===== src/rtl/fractal_sync_pkg.sv =====
// Shared types and widths for the fractal_sync request path.
// A request is the {set, idx, sd} triple carried from the port down to the RF.
package fractal_sync_pkg;

    localparam int unsigned SD_WIDTH      = 2;
    localparam int unsigned REQ_IDX_WIDTH = 1;

    typedef struct packed {
        logic                     set;
        logic [REQ_IDX_WIDTH-1:0] idx;
        logic [SD_WIDTH-1:0]      sd;
    } fractal_sync_req_t;

endpackage


===== src/rtl/fractal_sync_req_fifo.sv =====
// Per-port request FIFO: registered storage, head always visible on `head`.
// Full/empty come from an occupancy count so pointers may wrap freely.
module fractal_sync_req_fifo
    import fractal_sync_pkg::*;
#(
    parameter int unsigned FIFO_DEPTH = 2
) (
    input  logic              clk_i,
    input  logic              rst_ni,
    input  logic              push,
    input  logic              pop,
    input  fractal_sync_req_t wdata,
    output fractal_sync_req_t head,
    output logic              full,
    output logic              empty
);

    localparam int unsigned PTR_W = $clog2(FIFO_DEPTH);
    localparam int unsigned CNT_W = PTR_W + 1;

    if ((FIFO_DEPTH < 2) || ((FIFO_DEPTH & (FIFO_DEPTH - 1)) != 0)) begin : g_bad_depth
        $fatal(1, "FIFO_DEPTH must be a power of two and at least 2");
    end

    fractal_sync_req_t mem [FIFO_DEPTH];
    logic [PTR_W-1:0]  wr_ptr;
    logic [PTR_W-1:0]  rd_ptr;
    logic [CNT_W-1:0]  count;
    logic              do_push;
    logic              do_pop;

    assign full    = (count == CNT_W'(FIFO_DEPTH));
    assign empty   = (count == '0);
    assign head    = mem[rd_ptr];
    assign do_push = push && !full;
    assign do_pop  = pop && !empty;

    always_ff @(posedge clk_i or negedge rst_ni) begin
        if (!rst_ni) begin
            wr_ptr <= '0;
            rd_ptr <= '0;
            count  <= '0;
            for (int i = 0; i < FIFO_DEPTH; i++) begin
                mem[i] <= '0;
            end
        end else begin
            if (do_push) begin
                mem[wr_ptr] <= wdata;
                wr_ptr      <= wr_ptr + 1'b1;
            end
            if (do_pop) begin
                rd_ptr <= rd_ptr + 1'b1;
            end
            if (do_push && !do_pop) begin
                count <= count + 1'b1;
            end else if (do_pop && !do_push) begin
                count <= count - 1'b1;
            end
        end
    end

endmodule


===== src/rtl/fractal_sync_node_ctrl.sv =====
// Request-side control in front of the fractal_sync back-routing RF: buffers
// requests per port, arbitrates same-index heads and registers responses.
module fractal_sync_node_ctrl
    import fractal_sync_pkg::*;
#(
    parameter int unsigned N_PORTS    = 2,
    parameter int unsigned N_REGS     = 2,
    parameter int unsigned IDX_WIDTH  = 1,
    parameter int unsigned FIFO_DEPTH = 2
) (
    input  logic                 clk_i,
    input  logic                 rst_ni,
    input  logic [N_PORTS-1:0]   req_valid_i,
    output logic [N_PORTS-1:0]   req_ready_o,
    input  logic [N_PORTS-1:0]   req_set_i,
    input  logic [IDX_WIDTH-1:0] req_idx_i [N_PORTS],
    input  logic [SD_WIDTH-1:0]  req_sd_i [N_PORTS],
    output logic [N_PORTS-1:0]   rsp_valid_o,
    input  logic [N_PORTS-1:0]   rsp_ready_i,
    output logic [IDX_WIDTH-1:0] rsp_idx_o [N_PORTS],
    output logic [SD_WIDTH-1:0]  rsp_sd_o [N_PORTS],
    output logic [N_PORTS-1:0]   rf_check_o,
    output logic [N_PORTS-1:0]   rf_set_o,
    output logic [SD_WIDTH-1:0]  rf_sd_o [N_PORTS],
    output logic [IDX_WIDTH-1:0] rf_idx_o [N_PORTS],
    output logic [N_PORTS-1:0]   rf_idx_valid_o,
    input  logic [N_PORTS-1:0]   rf_present_i,
    input  logic [SD_WIDTH-1:0]  rf_sd_i [N_PORTS]
);

    if ((2 ** IDX_WIDTH) < N_REGS) begin : g_bad_idx_width
        $fatal(1, "IDX_WIDTH too narrow to address N_REGS entries");
    end
    if (IDX_WIDTH != REQ_IDX_WIDTH) begin : g_bad_req_width
        $fatal(1, "IDX_WIDTH must match the request type index width");
    end

    fractal_sync_req_t    head [N_PORTS];
    logic [N_PORTS-1:0]   full;
    logic [N_PORTS-1:0]   empty;
    logic [N_PORTS-1:0]   conflict;
    logic [N_PORTS-1:0]   grant;

    // A non-empty lower port with the same head idx blocks, granted or not.
    always_comb begin
        conflict = '0;
        for (int p = 0; p < N_PORTS; p++) begin
            for (int q = 0; q < p; q++) begin
                if (!empty[q] && (head[q].idx == head[p].idx)) begin
                    conflict[p] = 1'b1;
                end
            end
        end
    end

    for (genvar p = 0; p < N_PORTS; p++) begin : g_port
        fractal_sync_req_t        wdata;
        logic                     rsp_valid;
        logic [IDX_WIDTH-1:0]     rsp_idx;
        logic [SD_WIDTH-1:0]      rsp_sd;

        assign wdata = '{set: req_set_i[p], idx: req_idx_i[p], sd: req_sd_i[p]};

        fractal_sync_req_fifo #(
            .FIFO_DEPTH(FIFO_DEPTH)
        ) u_fifo (
            .clk_i (clk_i),
            .rst_ni(rst_ni),
            .push  (req_valid_i[p]),
            .pop   (grant[p]),
            .wdata (wdata),
            .head  (head[p]),
            .full  (full[p]),
            .empty (empty[p])
        );

        assign grant[p] = !empty[p] && !conflict[p]
                          && (head[p].set || !rsp_valid || rsp_ready_i[p]);

        assign req_ready_o[p]    = !full[p];
        assign rf_idx_valid_o[p] = !empty[p];
        assign rf_idx_o[p]       = head[p].idx;
        assign rf_sd_o[p]        = head[p].sd;
        assign rf_check_o[p]     = grant[p] && !head[p].set;
        assign rf_set_o[p]       = grant[p] && head[p].set;

        // A completing check may refill the slot in the cycle it drains.
        always_ff @(posedge clk_i or negedge rst_ni) begin
            if (!rst_ni) begin
                rsp_valid <= 1'b0;
                rsp_idx   <= '0;
                rsp_sd    <= '0;
            end else if (rf_check_o[p] && rf_present_i[p]) begin
                rsp_valid <= 1'b1;
                rsp_idx   <= head[p].idx;
                rsp_sd    <= rf_sd_i[p] | head[p].sd;
            end else if (rsp_ready_i[p]) begin
                rsp_valid <= 1'b0;
            end
        end

        assign rsp_valid_o[p] = rsp_valid;
        assign rsp_idx_o[p]   = rsp_idx;
        assign rsp_sd_o[p]    = rsp_sd;
    end

endmodule


===== config.mk =====
export PLATFORM = sky130hd
export DESIGN_NAME = fractal_sync_node_ctrl
export DESIGN_NICKNAME = d
export VERILOG_FILES = /design/src/rtl/fractal_sync_pkg.sv /design/src/rtl/fractal_sync_req_fifo.sv /design/src/rtl/fractal_sync_node_ctrl.sv
export SDC_FILE = /design/constraint.sdc
export NUM_CORES = 1
export LEC_CHECK = 0
export ABC_CLOCK_PERIOD_IN_PS = 2150
export BUFFER_PORTS_ARGS = -buffer_cell sky130_fd_sc_hd__clkbuf_2
export CAP_MARGIN = 25
export CORE_UTILIZATION = 50
export DETAILED_ROUTE_END_ITERATION = 10
export PLACE_DENSITY = 0.82
export SYNTH_ARGS = -nofsm -noshare
export SYNTH_HDL_FRONTEND = slang
export SYNTH_SLANG_ARGS = --single-unit

===== constraint.sdc =====
create_clock -name clk_i -period 2.15 [get_ports clk_i]
set_input_delay 0.215 -clock clk_i [delete_from_list [all_inputs] [get_ports clk_i]]
set_output_delay 0.215 -clock clk_i [all_outputs]
set_load 0.05 [all_outputs]

# Word-level counts from Yosys, hierarchy flattened
# Index checks and enable logic that the tools add are counted.
# totals
reg_bits	32
input_bits	20
out_inout_bits	22
elab_cells	111
# op_classes
add_sub_neg	8
n_lt_le_gt_ge	6
n_eq_ne	3
muxes	21
n_bitwise	6
reduce_logical	43
# op_table
operator	n
4-bit 2-to-1 mux	8
1-bit logical AND	20
8-bit bitwise mux	2
1-bit logical NOT	13
4-bit demux with 1-bit select	2
2-bit greater-or-equal comparator (second input constant)	4
2-bit 2-to-1 mux	4
1-bit inverter with 2-bit output	4
2-bit nonzero test	4
1-bit 2-to-1 mux	5
1-bit adder (second input constant)	4
2-bit by 1-bit adder with 2-bit output (second input constant)	2
2-bit == test (second input constant)	2
2-bit logical NOT	2
1-bit logical OR	4
2-bit by 1-bit < comparator with 1-bit output (second input constant)	2
2-bit bitwise OR	2
2-bit by 1-bit subtractor with 2-bit output (second input constant)	2
1-bit == test	1

# Logic depth before layout (Yosys ltp)
# Gate-level depths: netlist of the first run.
# depth
depth_word	14
depth_mapped	9
ltp_nobuf	8

# By module
# Synthesis of the first run repeated with hierarchy kept, for this count alone.
# hier_totals
hier_cells	129
hier_area_um2	1580.3
# modules_own_cells
module	instances	cells_each	area_each_um2	seq_area_each_um2
fractal_sync_req_fifo	2	39	559.3	300.3
fractal_sync_node_ctrl	1	51	461.7	200.2

# Worst setup path before layout of the first run
# OpenSTA, ideal clock, no wires.
# synth_timing
path_kind	flip-flop to output port
from	reg g_port[1].u_fifo.rd_ptr
to	out rf_set_o[1]
arrival_ns	2.380
t_required_ns	1.935
setup_slack_ns	-0.445
stages_incl_launch_ff	6
path_buffers	1
cell_sequence	dfrtp_1 -> buf_2 -> mux2_4 -> xnor2_2 -> and2_2 -> nor3_1
# synth_lines
element	line_no	source
start: declaration	fractal_sync_req_fifo.sv:27	logic [PTR_W-1:0] rd_ptr;
start signal: assignment	fractal_sync_req_fifo.sv:52	rd_ptr <= rd_ptr + 1'b1;
end: declaration	fractal_sync_node_ctrl.sv:23	output logic [N_PORTS-1:0] rf_set_o,

# Worst setup path after layout of the first run
# layout_timing
from	reg g_port[0].u_fifo.rd_ptr
to	out rf_check_o[1]
# layout_between
elab_chain_len	11
# layout_lines
element	line_no	source
start: declaration	fractal_sync_req_fifo.sv:27	
start signal: assignment	fractal_sync_req_fifo.sv:52	
1-bit inverter with 2-bit output (implied by the code)	fractal_sync_req_fifo.sv:34	assign head = mem[rd_ptr];
4-bit 2-to-1 mux (implied by the code) (3 in a row)	fractal_sync_req_fifo.sv:34	
1-bit == test	fractal_sync_node_ctrl.sv:49	if (!empty[q] && (head[q].idx == head[p].idx)) begin
1-bit logical AND	fractal_sync_node_ctrl.sv:49	
1-bit 2-to-1 mux	fractal_sync_node_ctrl.sv:49	
1-bit logical NOT	fractal_sync_node_ctrl.sv:77	assign grant[p] = !empty[p] && !conflict[p]
1-bit logical AND	fractal_sync_node_ctrl.sv:77	
1-bit logical AND	fractal_sync_node_ctrl.sv:78	&& (head[p].set || !rsp_valid || rsp_ready_i[p]);
1-bit logical AND	fractal_sync_node_ctrl.sv:84	assign rf_check_o[p] = grant[p] && !head[p].set;
end: declaration	fractal_sync_node_ctrl.sv:22	output logic [N_PORTS-1:0] rf_check_o,
# Every way passes these cells. The select of a mux whose other input is x is not followed.

==> results of run 1 <==
==> sequential cells by signal, indices dropped and copies added (netlist names) <==
signal	count
g_port.rsp_idx	2
g_port.rsp_sd	4
g_port.rsp_valid	2
g_port.u_fifo.count	4
g_port.u_fifo.mem	16
g_port.u_fifo.rd_ptr	2
g_port.u_fifo.wr_ptr	2
==> synth_stat cells (all sizes together) <==
library cell   n  share of area
dfrtp         32           0.52
mux2          25           0.19
nor2          10          0.024
inv            8          0.019
buf            6          0.026
mux2i          5          0.032
nand2          5          0.012
nand3          5          0.016
o21ai          5          0.016
xnor2          5          0.033
xor2           5          0.028
nand2b         4          0.016
and2           3          0.013
ha             2          0.016
nor2b          2         0.0081
a211oi         1          0.013
a221oi         1         0.0097
nor3           1         0.0032
or2            1         0.0041
==> how the worst min path moves through the flow <==
stage | to | start | slack, ns | cells after the start
floorplan | g_port[0].rsp_idx | rst_ni | -0.08 | 0
global placement | g_port[0].u_fifo.mem[1] | rst_ni | 0.31 | 1
detailed placement | g_port[0].u_fifo.mem[5] | rst_ni | 0.33 | 1
CTS | g_port[0].rsp_valid | rf_present_i[0] | 0.08 | 3
global route | g_port[0].rsp_valid | rf_present_i[0] | 0.1 | 3
finish | g_port[0].rsp_valid | rf_present_i[0] | 0.09 | 3
==> metrics by stage <==
stage	TNS (ns)	setup slack [ns]	hold WS, ns
3_3_place_gp	0	0.214	0.309
5_1_grt	0	0.00464	0.0961
3_5_place_dp	0	0.104	0.327
2_1_floorplan	-0.0293	-0.0293	-0.0806
6_report	0	0.0625	0.0857
4_1_cts	0	0.0177	0.0801
==> what timing repair did <==
action / in CTS / in global routing
hold endpoints to repair: 32 / 0
setup endpoints to repair: 1 / 3
resized for setup: 1 / 5
hold buffers: 1 / 0
pin swaps: 0 / 1
==> per-layer routing <==
layer / part of all wire / vias up / wire (um) / GRT usage
met5: 0 / - / 0 / 0
met4: 0.021 / 0 / 63 / 0.125
met3: 0.053 / 9 / 158 / 0.0476
met2: 0.50 / 38 / 1490 / 0.339
met1: 0.42 / 518 / 1260 / 0.237
li1: - / 510 / - / -
==> kinds of logic (layout without fill, tap and decap cells) <==
family | Yosys count | in the layout | synth area share
AO/OA/AOI/OAI | 7 | 7 | 0.0389
flip-flops | 32 | 32 | 0.519
multiplexers | 30 | 30 | 0.222
buffers and inverters | 14 | 60 | 0.0454
AND/OR/NAND/NOR | 31 | 31 | 0.0972
adder cells (fa/ha/maj) | 2 | 2 | 0.0162
XOR/XNOR | 10 | 10 | 0.0616
==> worst max-delay path: stages, from the launching register on <==
cell,delay (ns)
dfrtp_1,0.41
mux2_4,0.35
xnor2_4,0.17
and2_2,0.23
nor2_2,0.10
clkbuf_2,0.28
==> final cells by class <==
type | count | share of cell area
flip-flops and latches | 32 | 0.426
inverters | 8 | 0.0160
clock inverters | 3 | 0.0226
well taps | 31 | 0.0206
clock buffers | 5 | 0.0199
repair buffers | 44 | 0.126
multi-input cells | 80 | 0.370
==> results.cfg, run 1 <==
[status]
outcome = complete, but fails checks
violations = design-rule violations

[critical_path]
required_ns = 1.93
arrival_ns = 1.87
endpoint_kind = output port
crit_fanout = 3
startpoint = g_port[0].u_fifo.rd_ptr
r2r-start = g_port[0].u_fifo.rd_ptr
r2r_slack_ns = 0.09
worst-setup-path-type = reg -> out
cp-start-kind = register
r2r_cells = 8
worstReg2RegEnd = g_port[1].u_fifo.count[1]
cp-endpoint = rf_check_o[1]

[final_layout]
utilization = 0.665
multiInputGateArea_um2 = 696
seqCellArea_um2 = 801
final_cell_mix = clkbuf_2 (39), dfrtp_1 (32), mux2_2 (22)
fin_cells = 203
fin_area_um2 = 1880
area_growth_pct = 21.9
diodes = 0
fin_nets = 193
final_common_cell = clkbuf_2
num-fill-cells = 223
drive_gt1_frac = 0.488

[placed_design]
numPortBuffers = 41
place_congestion = 0.770
postPlaceCellArea_um2 = 1770
dpl.hpwl_um = 2230
placed_cells = 194

[grt]
antenna_found_initial = 0
grt_max_degree = 33
grt_pass1_vias = 1075
grt_overflow = 0
grt_usage = 0.203
grt_pass1_wl_um = 4770

[sta]
finalClockSkew_ns = 0.0109
drv_slew = 0
period_share = 0.971
rsz0062_at_grt = no
max_slew_margin = 0.488
setup_violations = 0
period_needed_ns = 2.09
final_hold_viol_count = 0
timing.fmax_mhz = 479
worst_pin_slew_ns = 0.769

[routing]
drt_iter0_markers = 33
ant_nets = 0
wl_per_cell_um = 14.6
totalWireLength_um = 2970
vias = 1075
drt-pass1-iter-count = 9
post_drt_via_cell_ratio = 5.30
drc = 3

[floorplan]
die-area_um2 = 3310
core_um2 = 2830
boundaryPins = 42
rows = 19
fp.dieH_um = 57.6
initial_core_util = 0.546
fp.dieW_um = 57.6

[yosys]
syn_area_per_cell_um2 = 12.3
synth.distinct_cells = 23
syn-cell-area_um2 = 1540
yosys_register_bits = 32
syn_nets = 148
yosysSeqAreaShare = 0.519
syn_inst = 126
yosysWarnings = 0

[clock_network]
clk_latency_ns = 0.35
root_buffer = clkbuf_4
cts_buffers = 5
cts_tree = done
path_clk_slew_ns = 0.11
cts_sinks = 32
htreeDepth = 2
post_cts_buffers = 0
clock_path_buffers = 2

[min_path]
hold_path.class = in -> reg

[job]
maxCapViolCount = 0
Power of run 1 is not shown: default switching activity piles up to over one toggle a cycle in this logic, so the estimate is an artifact.
==> inputs of run 2 (changes only) <==
- ABC_CLOCK_PERIOD_IN_PS: 2150 -> 2700
- clock period: 2.15 -> 2.7 ns (I/O delays scaled with it)
==> results.cfg, run 2 (synthesized netlist as in run 1, its figures left out) <==
[sta]
rsz0062_at_grt = no
period_needed_ns = 2.34
final_hold_viol_count = 3
finalClockSkew_ns = 0.00254
finalSetupTns_ns = 0
worst_pin_slew_ns = 0.763
period_share = 0.868
holdWs_ns = -0.00666
max_slew_margin = 0.491
timing.fmax_mhz = 427
drv_slew = 0
setup_violations = 0

[routing]
drt_iter0_markers = 24
totalWireLength_um = 2820
post_drt_via_cell_ratio = 5.23
ant_nets = 0
vias = 1045
drt-pass1-iter-count = 7
drc = 3
wl_per_cell_um = 14.1

[critical_path]
endpoint_kind = output port
worstReg2RegEnd = g_port[1].u_fifo.count[1]
arrival_ns = 2.07
required_ns = 2.43
startpoint = g_port[0].u_fifo.rd_ptr
cp-start-kind = register
worst-setup-path-type = reg -> out
crit_chain = mux2_4 > xnor2_2 > and2_2 > nor3_1 > clkbuf_2
crit_fanout = 6
r2r-start = g_port[0].u_fifo.rd_ptr
max_stage_delay_ns = 0.49
critPathSlowestCell = dfrtp_1
r2r_slack_ns = 0.55
r2r_cells = 7

[status]
outcome = complete, but fails checks
violations = design-rule violations, negative hold slack

[clock_network]
clk_latency_ns = 0.33
cts_tree = done
post_cts_buffers = 0
cts_buffers = 5
ctsResizeCount = 0
root_buffer = clkbuf_4
htreeDepth = 2
path_clk_slew_ns = 0.09
hold_buffers = 0
clock_path_buffers = 2
cts_sinks = 32

[grt]
gr-usage-met2 = 0.327
grt_max_degree = 33
grt_pass1_wl_um = 4980
grt_pass1_vias = 1085
antenna_found_initial = 0
grt_overflow = 0
grt_usage = 0.207
busiest_layer = met2
gr-usage-met3 = 0.0476
use_met1 = 0.265

[min_path]
hold_path.class = in -> async

[final_layout]
fin_nets = 190
area_growth_pct = 17.0
drive_gt1_frac = 0.456
regMostFlops = g_port.u_fifo.mem
largestRegisters = g_port.u_fifo.mem x16, g_port.rsp_sd x4, g_port.u_fifo.count x4
diodes = 0
final_common_cell = clkbuf_2
largest_register_ff_count = 16
fin_area_um2 = 1810
final_cell_mix = clkbuf_2 (41), dfrtp_1 (32), mux2_2 (22)
num-fill-cells = 240

[floorplan]
core_um2 = 2830
rows = 19
fp.dieH_um = 57.6
boundaryPins = 42
die-area_um2 = 3310
fp.dieW_um = 57.6
initial_core_util = 0.546

[placed_design]
place_congestion = 0.790
numPortBuffers = 41
dpl.hpwl_um = 2170
postPlaceCellArea_um2 = 1750

[job]
maxCapViolCount = 0
run 2: metal layers:
| metal | share of wire | up-vias | wire, um |
|---|---|---|---|
| li1 | - | 505 | - |
| met1 | 0.44 | 506 | 1250 |
| met2 | 0.50 | 29 | 1400 |
| met3 | 0.044 | 5 | 125 |
| met4 | 0.016 | 0 | 46 |
| met5 | 0 | - | 0 |
run 2: critical path, delay by kind of cell, from the launching register on:
family | cells | cell delay (ns)
DFF | 1 | 0.49
muxes | 1 | 0.36
and+or+nand+nor | 2 | 0.40
xor gates and xnor gates | 1 | 0.18
buffers and inverters | 1 | 0.31
run 2: final cells by class:
type	instances	area, um2	area share
sequential	32	801	0.443
multi-input combinational	80	673	0.373
timing repair buffer	41	205	0.114
clock buffer	8	58.8	0.0325
tap	31	38.8	0.0215
inverter	8	30.0	0.0166
run 2: worst max-delay path by stage:
stage	end	slack (ns)	cells after the start
5_1_grt	rf_set_o[1]	0.22	5
2_1_floorplan	rf_set_o[1]	0.05	5
6_report	rf_set_o[1]	0.36	5
3_3_place_gp	g_port[1].u_fifo.count[1]	0.67	7
3_5_place_dp	g_port[1].u_fifo.count[1]	0.57	8
4_1_cts	rf_set_o[1]	0.33	5
run 2: per-stage QoR:
stage           util  cells  worst slack [ns]
3_5_place_dp   0.618    192             0.565
4_1_cts        0.639    200             0.335
5_1_grt        0.639    200             0.221
6_report       0.639    200             0.356
2_1_floorplan      -    126            0.0499
3_3_place_gp   0.618    192             0.669
Power of run 2 is left out for the same reason.
